--- config.mk ---
export PLATFORM = sky130hd
export DESIGN_NAME = board_store
export DESIGN_NICKNAME = d
export VERILOG_FILES = /design/src/rtl/ttt_pkg.sv /design/src/rtl/move_decode.sv /design/src/rtl/board_store.sv
export SDC_FILE = /design/constraint.sdc
export NUM_CORES = 1
export LEC_CHECK = 0
export ABC_AREA = 0
export BUFFER_PORTS_ARGS = -buffer_cell sky130_fd_sc_hd__buf_4
export CORE_ASPECT_RATIO = 1.2
export CORE_MARGIN = 4
export CORE_UTILIZATION = 31
export CTS_CLUSTER_SIZE = 12
export DETAILED_ROUTE_END_ITERATION = 7
export GPL_ROUTABILITY_DRIVEN = 0
export SYNTH_ARGS = -nofsm -noshare
export SYNTH_HDL_FRONTEND = slang
export SYNTH_SLANG_ARGS = --single-unit
export TNS_END_PERCENT = 20
--- constraint.sdc ---
create_clock -name clock -period 2.5 [get_ports clock]
set_input_delay 0.125 -clock clock [delete_from_list [all_inputs] [get_ports clock]]
set_output_delay 0.125 -clock clock [all_outputs]
set_load 0.005 [all_outputs]
--- src/rtl/ttt_pkg.sv ---
// Shared tic-tac-toe types: cell encoding, turn states, win-line table.
package ttt_pkg;

    localparam int NUM_CELLS = 9;

    typedef logic [1:0] cell_t;
    typedef cell_t [NUM_CELLS-1:0] board_t;
    typedef logic [3:0] idx_t;

    localparam cell_t CELL_EMPTY  = 2'b00;
    localparam cell_t CELL_PLAYER = 2'b01;
    localparam cell_t CELL_COMP   = 2'b10;

    typedef enum logic [1:0] {
        P_TURN = 2'd0,
        C_TURN = 2'd1,
        DONE   = 2'd2
    } state_t;

    localparam idx_t WIN_LINES [8][3] = '{
        '{4'd0, 4'd1, 4'd2},
        '{4'd3, 4'd4, 4'd5},
        '{4'd6, 4'd7, 4'd8},
        '{4'd0, 4'd3, 4'd6},
        '{4'd1, 4'd4, 4'd7},
        '{4'd2, 4'd5, 4'd8},
        '{4'd0, 4'd4, 4'd8},
        '{4'd2, 4'd4, 4'd6}
    };

    function automatic logic has_line(board_t b, cell_t side);
        logic hit;
        hit = 1'b0;
        for (int l = 0; l < 8; l++) begin
            if (b[WIN_LINES[l][0]] == side &&
                b[WIN_LINES[l][1]] == side &&
                b[WIN_LINES[l][2]] == side)
                hit = 1'b1;
        end
        return hit;
    endfunction

endpackage

--- src/rtl/move_decode.sv ---
// Decodes one side's enable bus into a target cell and its legality bits.
module move_decode
    import ttt_pkg::*;
#(
    parameter bit STRICT_ONEHOT = 1'b1
) (
    input  logic [8:0] enable,
    input  board_t     cells,
    output logic       onehot_ok,
    output idx_t       target,
    output logic       cell_free
);

    assign onehot_ok = STRICT_ONEHOT ? $onehot(enable) : |enable;

    // lowest set bit wins when several are set
    always_comb begin
        target = '0;
        for (int i = NUM_CELLS - 1; i >= 0; i--) begin
            if (enable[i])
                target = idx_t'(i);
        end
    end

    assign cell_free = (cells[target] == CELL_EMPTY);

endmodule

--- src/rtl/board_store.sv ---
// Tic-tac-toe board owner: commits legal moves, tracks turn and count.
// Optional win detection when BOARD_STORE_WIN_DETECT_EN is defined.
module board_store
    import ttt_pkg::*;
#(
    parameter bit FIRST_MOVER   = 1'b0,
    parameter bit STRICT_ONEHOT = 1'b1
) (
    input  logic       clock,
    input  logic       reset,
    input  logic       clear,
    input  logic [8:0] p_enable,
    input  logic [8:0] c_enable,
    output logic [1:0] pos1,
    output logic [1:0] pos2,
    output logic [1:0] pos3,
    output logic [1:0] pos4,
    output logic [1:0] pos5,
    output logic [1:0] pos6,
    output logic [1:0] pos7,
    output logic [1:0] pos8,
    output logic [1:0] pos9,
    output logic       turn,
    output logic [3:0] move_count,
    output logic       wrong_move,
    output logic       board_full,
    output logic       game_over,
    output logic [1:0] winner
);

    localparam state_t FIRST_STATE = FIRST_MOVER ? C_TURN : P_TURN;

    state_t     state_q, state_d;
    board_t     board_q, board_d;
    logic [3:0] count_q, count_d;
    logic       wrong_q, wrong_d;

    logic p_ok, p_free, c_ok, c_free;
    idx_t p_tgt, c_tgt;

    move_decode #(.STRICT_ONEHOT(STRICT_ONEHOT)) u_p_dec (
        .enable    (p_enable),
        .cells     (board_q),
        .onehot_ok (p_ok),
        .target    (p_tgt),
        .cell_free (p_free)
    );

    move_decode #(.STRICT_ONEHOT(STRICT_ONEHOT)) u_c_dec (
        .enable    (c_enable),
        .cells     (board_q),
        .onehot_ok (c_ok),
        .target    (c_tgt),
        .cell_free (c_free)
    );

    logic p_req, c_req, is_c;
    logic on_req, off_req, on_ok, on_free;
    idx_t on_tgt;
    cell_t mover;

    assign p_req   = |p_enable;
    assign c_req   = |c_enable;
    assign is_c    = (state_q == C_TURN);
    assign on_req  = is_c ? c_req : p_req;
    assign off_req = is_c ? p_req : c_req;
    assign on_ok   = is_c ? c_ok : p_ok;
    assign on_free = is_c ? c_free : p_free;
    assign on_tgt  = is_c ? c_tgt : p_tgt;
    assign mover   = is_c ? CELL_COMP : CELL_PLAYER;

`ifdef BOARD_STORE_WIN_DETECT_EN
    cell_t winner_q, winner_d;
`endif

    always_comb begin
        state_d = state_q;
        board_d = board_q;
        count_d = count_q;
        wrong_d = 1'b0;
`ifdef BOARD_STORE_WIN_DETECT_EN
        winner_d = winner_q;
`endif
        if (clear) begin
            state_d = FIRST_STATE;
            board_d = '0;
            count_d = '0;
`ifdef BOARD_STORE_WIN_DETECT_EN
            winner_d = CELL_EMPTY;
`endif
        end else if (p_req || c_req) begin
            if (state_q != DONE && !off_req && on_req && on_ok && on_free) begin
                board_d[on_tgt] = mover;
                count_d = (count_q == 4'd9) ? count_q : count_q + 4'd1;
                state_d = is_c ? P_TURN : C_TURN;
                if (count_d == 4'd9)
                    state_d = DONE;
`ifdef BOARD_STORE_WIN_DETECT_EN
                // judged on the post-commit board so the win lands with the move
                if (has_line(board_d, mover)) begin
                    winner_d = mover;
                    state_d  = DONE;
                end
`endif
            end else begin
                wrong_d = 1'b1;
            end
        end
    end

    always_ff @(posedge clock or posedge reset) begin
        if (reset) begin
            state_q <= FIRST_STATE;
            board_q <= '0;
            count_q <= '0;
            wrong_q <= 1'b0;
`ifdef BOARD_STORE_WIN_DETECT_EN
            winner_q <= CELL_EMPTY;
`endif
        end else begin
            state_q <= state_d;
            board_q <= board_d;
            count_q <= count_d;
            wrong_q <= wrong_d;
`ifdef BOARD_STORE_WIN_DETECT_EN
            winner_q <= winner_d;
`endif
        end
    end

`ifdef BOARD_STORE_WIN_DETECT_EN
    assign winner = winner_q;
`else
    assign winner = CELL_EMPTY;
`endif

    assign pos1 = board_q[0];
    assign pos2 = board_q[1];
    assign pos3 = board_q[2];
    assign pos4 = board_q[3];
    assign pos5 = board_q[4];
    assign pos6 = board_q[5];
    assign pos7 = board_q[6];
    assign pos8 = board_q[7];
    assign pos9 = board_q[8];

    assign turn       = (state_q == C_TURN);
    assign move_count = count_q;
    assign wrong_move = wrong_q;
    assign board_full = (count_q == 4'd9);
    assign game_over  = (state_q == DONE);

endmodule

==> impl_results.md, run 1 <==
* Outcome: finished with violations
* Failing checks: setup timing
* Power share of the clock group at between 20% and 30%
* Post-route minimum period at 3.49 ns
* Hold Path Class: input pin to async pin
* Ys async rst share at 100%
* Slowest Stage Delay on Critical Path at ~0.56 ns
* Die H at about 110 um
* Setup TNS at -22.99 ns
* Area Overhead vs Synth at 44.3%
* Final Hold Viols at 0
* Worst Max-Slew Pin Slew at 1.01 ns
* Layout cell share with drive strength beyond 1 at roughly two fifths
* Most area-hungry cell type in the Yosys netlist: dfrtp_1
* Largest family of logic cells by synthesized area: simple AND/OR/NAND/NOR gates
* RSZ-0062 raised after global routing: yes
* Post-synthesis sequential area ratio at 25.4%
* Post-synthesis compound-gate area fraction at ~20%
* CTS buffer count at 3
* Maximum vdd drop at ~0.19 mV
* Delay-heaviest family, CP: adder cells
* Via count at 2476
* GRT Overall Usage at 16.3%
* Mapped cell area at 0.00246 mm2
* Yosys top cell area share at between 20% and 30%
* Psw at 0.000334 W
* DIE AREA at approximately 0.0094 mm2
* Iteration-0 DRC Markers at 134
* Final global-route overflow total at 0
* Fmax at 287 MHz
* Final Slew Violations at 0
* # fillers at roughly 750
* Worst EP required at 2.66 ns
* Leak Pwr at 1.64 nW
* Reg power frac at 38.4%
* Initial antenna violation count at 0
* Placed cells at 463
* Standard-cell rows at 35
* Crit end category: flip-flop
* Hpwl dp at 5820 um
* Combinational share of power at 38.5%
* Power Density at 297 mW/mm2
* Adder-Cell Fraction of Synth Area at 19.3%
* Global-route wire length before repair at 12400 um
* PnR worst setup slack at -0.988 ns
* Core Footprint at between 0.007 and 0.008 mm2
* Synthesized instance count at between 200 and 300
* Port Buffer Count at between 40 and 50
* CTS tree: built
* Syn Area/Cell at 8.52 um2
* Via density per instance at about 5.2
* Routed Antenna Nets at 0
* Clock buffer depth at 2
* Worst Setup Path Type: input pin to flip-flop
* Sink Count at 25
* Post-synth EDFFs at 0
* Distinct cells, synth at 62
* Post-Synth Simple-Gate Area at approximately a quarter
* Final setup viols at 25
* Drt wl/cell at 15.7 um
* Switching share of power at roughly a third
* Num ports at ~50
* Worst-path cell chain: buf_8, inv_4, ha_4, inv_2, fa_2, inv_2, fa_2, ha_4, fa_1, nor4b_4, nand3_1, o22a_1, o22ai_4, nand4_1, mux2_4
* Post-route design area at 0.00355 mm2
* Die W at 89.3 um
* Synth warn at 0
* Clock transition at path regs at around 0.09 ns
* Final clock period utilization by the worst path at 140%
* CTS HTree Levels at 1
* Post-synthesis mux area share at under 10%
* Root buffer cell: clkbuf_8
* CP Launch Type: input pin
* Max cap viols at 0
* Placed inst area at 0.00327 mm2
* Non-Filler Instances at around 470
* Hold_buf cts at 0
* Area contributors post-synth: dfrtp_1, ha_1, fa_1
* Clk_skew at roughly 0.0061 ns
* # diodes at 0
* Starting Density at 31.9%
* Int Power at 0.000721 W
* Worst EP arrival at 3.65 ns
* Drc violations at 0
* CP Max Fanout at 7
* TritonRoute pass-1 iters at 4
* Nets at about 440
* Worst path slowest cell: fa_2
* Hold WS at 0.0928 ns
* Synth Area in XOR/XNOR at 0.356%
* Largest net degree at the start of global routing at 26
* CP bufs+invs at 4
* Skew-Pair Late Insertion Delay at around 0.27 ns
* Total Wirelength at 7420 um
* Worst rel slew slack at roughly a third
* Flops & latches, synth at 25
* Vias in the first global route at between 2000 and 3000
* Most used DFF post-synth: dfrtp_1
kinds of logic (layout without fill, tap and decap cells):
group / Yosys count / after routing
AOI/OAI and AO/OA: 64 / 64
other: 1 / 2
adders and majority gates: 32 / 32
buffers and inverters: 49 / 138
muxes: 5 / 5
DFF: 25 / 25
xor gates and xnor gates: 1 / 1
and+or+nand+nor: 112 / 114
cell type report:
class,instances,area (um2),area share [%]
Multi-Input combinational cell,218,1850,52.2
Timing Repair Buffer,93,747,21.0
Sequential cell,25,626,17.6
Inverter,41,166,4.68
Tap cell,92,115,3.24
Clock buffer,4,45.0,1.27
sequential cells by signal, indices dropped and copies added (netlist names):
register / cells
move_count: 4
pos1: 2
pos2: 2
pos3: 2
pos4: 2
pos5: 2
pos6: 2
pos7: 2
pos8: 2
pos9: 2
state_q: 2
wrong_move: 1
routing by layer:
metal / GRT usage, % / share of wire (%) / up-vias
met3: 2.11 / 4.6 / 6
met5: 0 / 0 / -
met1: 20.1 / 42 / 1204
met2: 29.5 / 53 / 52
li1: - / - / 1214
met4: 3.40 / 0.78 / 0
metrics by stage:
stage,util (%),worst slack [ns],power (W)
CTS,45.4,-1.03,0.00104
finish,46.1,-0.988,0.00106
global route,46.1,-1.08,0.00113
floorplan,-,-0.967,0.000630
global placement,42.4,-1.32,0.000760
detailed placement,42.4,-1.41,0.000769
final timing paths:
kind,start,end,slack [ns],cells after the start
worst max-delay path,p_enable[1],move_count[0],-0.99,15
worst min-delay path,reset,wrong_move,0.09,2
worst max register to register,state_q[1],move_count[2],0.13,8
worst min register to register,pos7[0],pos7[0],0.53,1
max in group asynchronous,reset,pos1[1],1.79,2
min in group clock,clear,move_count[3],0.20,2
cells in the mapped netlist, types with 4 or more instances:
master    instances
clkbuf_1          4
nand3_1          10
o31ai_1          11
nor2_1           19
nand4_1           6
o32ai_1           5
fa_1             10
nor2b_1           5
ha_1             22
nor3_1           13
dfrtp_1          25
nand2_1          31
o21ai_0          10
inv_1            40
a21oi_1           6
power by group through the flow:
stage / Sequential (W) / Combinational (W) / Clock [W]
after floorplan: 0.000413 / 0.000217 / 0
after global placement: 0.000413 / 0.000347 / 0
after detailed placement: 0.000413 / 0.000355 / 0
after CTS: 0.000405 / 0.000385 / 0.000253
after global routing: 0.000405 / 0.000456 / 0.000268
final: 0.000405 / 0.000407 / 0.000243
placed cells by master, fill, tap and decap left out, types with 4 or more instances in the layout:
cell type	instances
buf_4	84
nand2_1	31
inv_1	29
dfrtp_1	25
nor2_1	19
nor3_1	13
ha_1	12
o21ai_0	10
nand3_1	10
o31ai_1	7
inv_2	7
ha_4	7
a21oi_1	6
nand4_1	6
o31ai_2	6
fa_1	6
nor2b_1	5
buf_6	5
fa_2	4
buf_8	4
repair_timing:
action,CTS,global route
buffers inserted,4,0
endpoints found under the setup margin,25,25
pin swaps,22,12
cloned,2,0
resized for setup,32,11
hold endpoints to repair,0,0
Note: power is estimated with default switching activity, not from simulation.
==> run 2: changes to the inputs <==
Settings changed: CORE_MARGIN 4 to 2.
==> run 2 against run 1 <==
Compared with the run above:
- the flow still finishes with violations (setup timing)
- total power up 0.31%
- sequential power about the same
- critical path depth up 1
- largest cell class unchanged
- largest power group is now sequential cells
==> impl_results.md, run 2 (synthesized netlist as in run 1, its figures left out) <==
* Final Hold Viols at 0 (unchanged)
* Largest net degree at the start of global routing at 26 (unchanged)
* Post-route minimum period at 3.50 ns (+0.0124 ns)
* Final clock period utilization by the worst path at 140% (+0.49 points)
* Setup Slack @ Placement at -1.39 ns (+0.0172 ns)
* Clk_skew at 0.00733 ns (+0.00119 ns)
* Via density per instance at 5.25 (+0.36%)
* Final global-route overflow total at 0 (unchanged)
* CP Max Fanout at 3 (-4)
* Routed Antenna Nets at 0 (unchanged)
* Iteration-0 DRC Markers at 154 (+15%)
* Outcome: finished with violations
* Worst-path cell chain: buf_8, inv_4, ha_4, inv_2, fa_2, inv_2, fa_2, ha_4, fa_1, nor4b_4, nand3_1, o22a_1, o22ai_4, buf_6, nand4_1, o32ai_2
* Worst rel slew slack at 33.0% (+0.42 points)
* Maximum vdd drop at 0.211 mV (+12%)
* CTS tree: built
* Port Buffer Count at 46 (unchanged)
* Final Slew Violations at 0 (unchanged)
* Nets at 435 (unchanged)
* Layout cell share with drive strength beyond 1 at 40.9% (+1.6 points)
* # diodes at 0 (unchanged)
* TritonRoute pass-1 iters at 4 (unchanged)
* CP Launch Point: p_enable[7]
* Total Wirelength at 7400 um (-0.34%)
* Worst Max-Slew Pin Slew at 1.00 ns (-0.00635 ns)
* Die W at 85.3 um (-4.5%)
* Initial antenna violation count at 0 (unchanged)
* Standard-cell rows at 35 (unchanged)
* Num ports at 49 (unchanged)
* Die H at 102 um (-3.8%)
* Hold Path Class: input pin to async pin
* Crit end category: flip-flop
* Area Overhead vs Synth at 46.0%
* Most frequent cells in the layout: buf_4, nand2_1, inv_1
* CP Launch Type: input pin
* Delay-heaviest family, CP: adder cells
* Placed cells at 461 (-0.43%)
* Root buffer cell: clkbuf_8
* Slowest Stage Delay on Critical Path at 0.56 ns (about the same)
* Hold WS at 0.0895 ns (-0.00333 ns)
* Fmax at 286 MHz (-0.35%)
* Vias in the first global route at 2541 (-2.5%)
* Starting Density at 31.9% (unchanged)
* # fillers at 754 (+0.27%)
* GRT Overall Usage at 17.4% (+1.1 points)
* Via count at 2485 (+0.36%)
* Power Density at 295 mW/mm2 (-0.81%)
* Max cap viols at 0 (unchanged)
* Clock transition at path regs at 0.09 ns (about the same)
* Skew-Pair Late Insertion Delay at 0.27 ns (about the same)
* Worst r2r src: state_q[1]
* RSZ-0062 raised after global routing: yes
* Leak Pwr at 1.65 nW (+0.55%)
* Worst path slowest cell: fa_2
* Final setup viols at 25 (unchanged)
* Clock buffer depth at 2 (unchanged)
* PnR worst setup slack at -1.00 ns (-0.0124 ns)
* Hold_buf cts at 0 (unchanged)
* CP bufs+invs at 5 (+1)
* DIE AREA at 0.00867 mm2 (-8.1%)
* Worst Setup Path Type: input pin to flip-flop
* Commonest non-fill, non-tap cell in the layout: buf_4
* Worst EP arrival at 3.68 ns (+0.03 ns)
* CTS buffer count at 3 (unchanged)
* Non-Filler Instances at 473 (unchanged)
* Hpwl dp at 5710 um (-2.0%)
* CTS HTree Levels at 1 (unchanged)
* Drt wl/cell at 15.6 um (-0.34%)
* Failing checks: setup timing
* Global-route wire length before repair at 12200 um (-1.5%)
* Number of flip-flops in the largest register at 4 (unchanged)
* Worst EP required at 2.68 ns (+0.02 ns)
* Drc violations at 0 (unchanged)
* Sink Count at 25 (unchanged)
* Core Footprint at 0.00771 mm2 (unchanged)
run 2: cell counts in the layout (fill, tap and decap cells not counted):
No cell type changed its count.
run 2: timing repair:
action,4_1_cts,5_1_grt
buffers inserted,4,2
gates resized for setup,35,14
cloned,2,0
endpoints found under the setup margin,25,25
pin swaps,29,16
run 2: metal layers:
metal / global-route usage (%) / part of all wire, % / up-vias
li1: - / - / 1221
met1: 21.8 / 42 / 1180
met2: 32.6 / 52 / 72
met3: 1.06 / 4.2 / 12
met4: 4.27 / 1.9 / 0
met5: 0 / 0 / -
run 2: path summary, 6_finish.rpt:
kind	to	slack, ns	cells past startpoint
setup / recovery	pos9[0]	-1.0	16
hold / removal	pos3[0]	0.09	2
setup reg to reg	move_count[0]	0.13	7
hold reg to reg	pos2[1]	0.53	2
max in group asynchronous	pos1[1]	1.81	2
min in group clock	pos1[1]	0.18	2
run 2: through the flow:
step           util [%]  instance area, um2  power [W]  setup TNS (ns)
3_5_place_dp       42.2                3260   0.000765          -32.95
2_1_floorplan         -                2550   0.000630          -22.32
6_report           46.6                3590    0.00106          -22.62
5_1_grt            46.6                3590    0.00113          -26.10
4_1_cts            45.5                3510    0.00106          -22.50
3_3_place_gp       42.2                3260   0.000758          -31.75
run 2: cell type report:
| type | count | area, um2 | share of cell area [%] |
|---|---|---|---|
| multi-input cells | 218 | 1900 | 52.9 |
| flip-flops and latches | 25 | 626 | 17.4 |
| repair buffers | 93 | 744 | 20.7 |
| well taps | 92 | 115 | 3.20 |
| clock buffers | 4 | 45.0 | 1.25 |
| inverters | 41 | 161 | 4.49 |
run 2: report_power, final:
part	switching [W]	internal [W]
Combinational	0.000203	0.000200
Clock	0.000136	0.000114
Sequential	0.000000315	0.000405
Total	0.000339	0.000719
==> run 3: changes to the inputs <==
Settings changed: TNS_END_PERCENT 20 to default.
Clock period 2.5 ns to 3.7 ns, I/O delays scaled along.
==> run 3 against run 2 <==
Compared with the run above:
- the flow now finishes without violations
- final area down 6.6%
- sequential power fell by 32%
- sequential share of layout area rose by 1.2 points
- largest power group unchanged
==> impl_results.md, run 3 (synthesized netlist as in run 1, its figures left out) <==
* Outcome: completed
* Post-route minimum period at 3.61 ns
* Worst rel slew slack at 23.8% (-9.2 points)
* Setup Slack @ Placement at -0.331 ns (+1.06 ns)
* Drc violations at 0 (unchanged)
* Worst Setup Path Type: input pin to flip-flop
* Clock transition at path regs at 0.10 ns (about the same)
* Path length in cells of the critical path at 16 (unchanged)
* RSZ-0062 raised after global routing: yes
* Die H at 102 um (unchanged)
* Combinational share of power at 36.5% (-1.6 points)
* Hold_buf cts at 0 (unchanged)
* Crit end category: flip-flop
* Worst EP arrival at 3.79 ns (+0.11 ns)
* Drt wl/cell at 15.8 um (+1.2%)
* Root buffer cell: clkbuf_8
* Vias in the first global route at 2336 (-8.1%)
* Worst EP required at 3.88 ns (+1.20 ns)
* PnR worst setup slack at 0.0856 ns (+1.09 ns)
* Global-route wire length before repair at 11800 um (-3.3%)
* Most frequent cells in the layout: buf_4, nand2_1, inv_1
* Port Buffer Count at 46 (unchanged)
* Clock buffer depth at 2 (unchanged)
* Commonest non-fill, non-tap cell in the layout: buf_4
* Iteration-0 DRC Markers at 127 (-18%)
* Reg power frac at 39.0% (+0.7 points)
* Psw at 0.000229 W (-33%)
* Clk_skew at 0.00337 ns (-0.00395 ns)
* CP bufs+invs at 5 (unchanged)
* # diodes at 0 (unchanged)
* Starting Density at 31.9% (unchanged)
* Power share of the clock group at 24.5% (+0.9 points)
* Num ports at 49 (unchanged)
* DIE AREA at 0.00867 mm2 (unchanged)
* Layout cell share with drive strength beyond 1 at 36.8% (-4.1 points)
* Nets at 418 (-3.9%)
* Leak Pwr at 1.53 nW (-7.2%)
* Final Hold Viols at 0 (unchanged)
* Final setup viols at 0 (-100%)
* Reg2Reg Depth at 6 (-1)
* Max cap viols at 0 (unchanged)
* TritonRoute pass-1 iters at 5 (+1)
* Die W at 85.3 um (unchanged)
* Routed Antenna Nets at 0 (unchanged)
* CP Max Fanout at 4 (+1)
* Final clock period utilization by the worst path at between 90% and 100%
* Fmax at 277 MHz
* Sink Count at 25 (unchanged)
* Maximum vdd drop at 0.111 mV (-48%)
* # fillers at 767 (+1.7%)
* CTS HTree Levels at 1 (unchanged)
* CTS tree: built
* Skew-Pair Late Insertion Delay at 0.27 ns (about the same)
* Core Footprint at 0.00771 mm2 (unchanged)
* Power Density at 210 mW/mm2 (-29%)
* Slowest Stage Delay on Critical Path at 0.55 ns (about the same)
* Total Wirelength at 7220 um (-2.4%)
* Area Overhead vs Synth at 36.3%
* Final global-route overflow total at 0 (unchanged)
* Worst-path cell chain: buf_4, inv_2, ha_1, inv_2, fa_2, inv_1, fa_2, ha_2, fa_1, nor4b_2, nand3_1, o22a_1, o22ai_4, buf_6, nand4_1, o32ai_2
* CP Launch Type: input pin
* Standard-cell rows at 35 (unchanged)
* Number of flip-flops in the largest register at 4 (unchanged)
* Switching share of power at 32.5% (+0.46 points)
* Initial antenna violation count at 0 (unchanged)
* Setup TNS at 0 ns (+22.62 ns)
* Hpwl dp at 5770 um (+1.2%)
* Hold Path Class: input pin to async pin
* Delay-heaviest family, CP: adder cells
* Worst path slowest cell: fa_2
* GRT Overall Usage at 16.9% (-0.52 points)
* Via count at 2448 (-1.5%)
* Final Slew Violations at 0 (unchanged)
* Worst Max-Slew Pin Slew at 1.13 ns (+0.125 ns)
* Via density per instance at 5.37 (+2.2%)
* CTS buffer count at 3 (unchanged)
* Largest net degree at the start of global routing at 26 (unchanged)
* Int Power at 0.000474 W (-34%)
==> run 3: power by group through the flow <==
| stage | clock, W | sequential [W] | combinational (W) |
|---|---|---|---|
| 3_3_place_gp | 0 | 0.000279 | 0.000205 |
| 2_1_floorplan | 0 | 0.000279 | 0.000123 |
| 6_report | 0.000172 | 0.000274 | 0.000257 |
| 5_1_grt | 0.000187 | 0.000274 | 0.000290 |
| 4_1_cts | 0.000173 | 0.000274 | 0.000221 |
| 3_5_place_dp | 0 | 0.000279 | 0.000213 |
==> run 3: final timing paths <==
kind                              from       endpoint  slack [ns]
min in group clock               clear        pos1[1]        0.25
setup reg to reg            state_q[1]        pos9[1]        0.90
hold reg to reg                pos2[1]        pos2[1]        0.53
setup / recovery           p_enable[1]        pos9[0]        0.09
max in group asynchronous        reset        pos8[1]        2.96
hold / removal                   reset  move_count[2]        0.14
==> run 3: layout make-up <==
cell class | instances | area [um2] | area share, %
Multi-Input combinational cell | 216 | 1790 | 53.3
Timing Repair Buffer | 78 | 613 | 18.3
Clock inverter | 1 | 7.51 | 0.224
Sequential cell | 25 | 626 | 18.6
Tap cell | 92 | 115 | 3.43
Clock buffer | 3 | 41.3 | 1.23
Inverter | 41 | 164 | 4.89
==> run 3: timing repair <==
item	4_1_cts	5_1_grt
cloned	0	0
buffers inserted	0	6
endpoints found under the setup margin	5	25
pin swaps	1	22
resized for setup	2	48
endpoints found under the hold margin	0	0
==> run 3: stage by stage <==
step	cells	area (um2)	total power (W)	util, %	hold slack, ns
after floorplan	290	2470	0.000402	-	0.212
after global placement	446	3080	0.000485	40.0	0.476
after detailed placement	446	3080	0.000492	40.0	0.477
after CTS	450	3140	0.000668	40.8	0.176
after global routing	456	3350	0.000751	43.5	0.224
final	456	3350	0.000703	43.5	0.135
==> run 3: per-layer routing <==
metal	up-vias	part of all wire (%)	track usage (%)
li1	1185	-	-
met4	0	0.89	3.66
met1	1193	41	21.6
met5	-	0	0
met3	6	4.2	1.79
met2	64	53	30.8
==> run 3: worst reg2reg max path, stage by stage (launching register included) <==
cell and delay [ns]:
dfrtp_1 0.44, nand2b_1 0.25, inv_1 0.19, nand2_1 0.12, a21boi_0 0.71, o311ai_0 0.57
o32ai_1 0.43
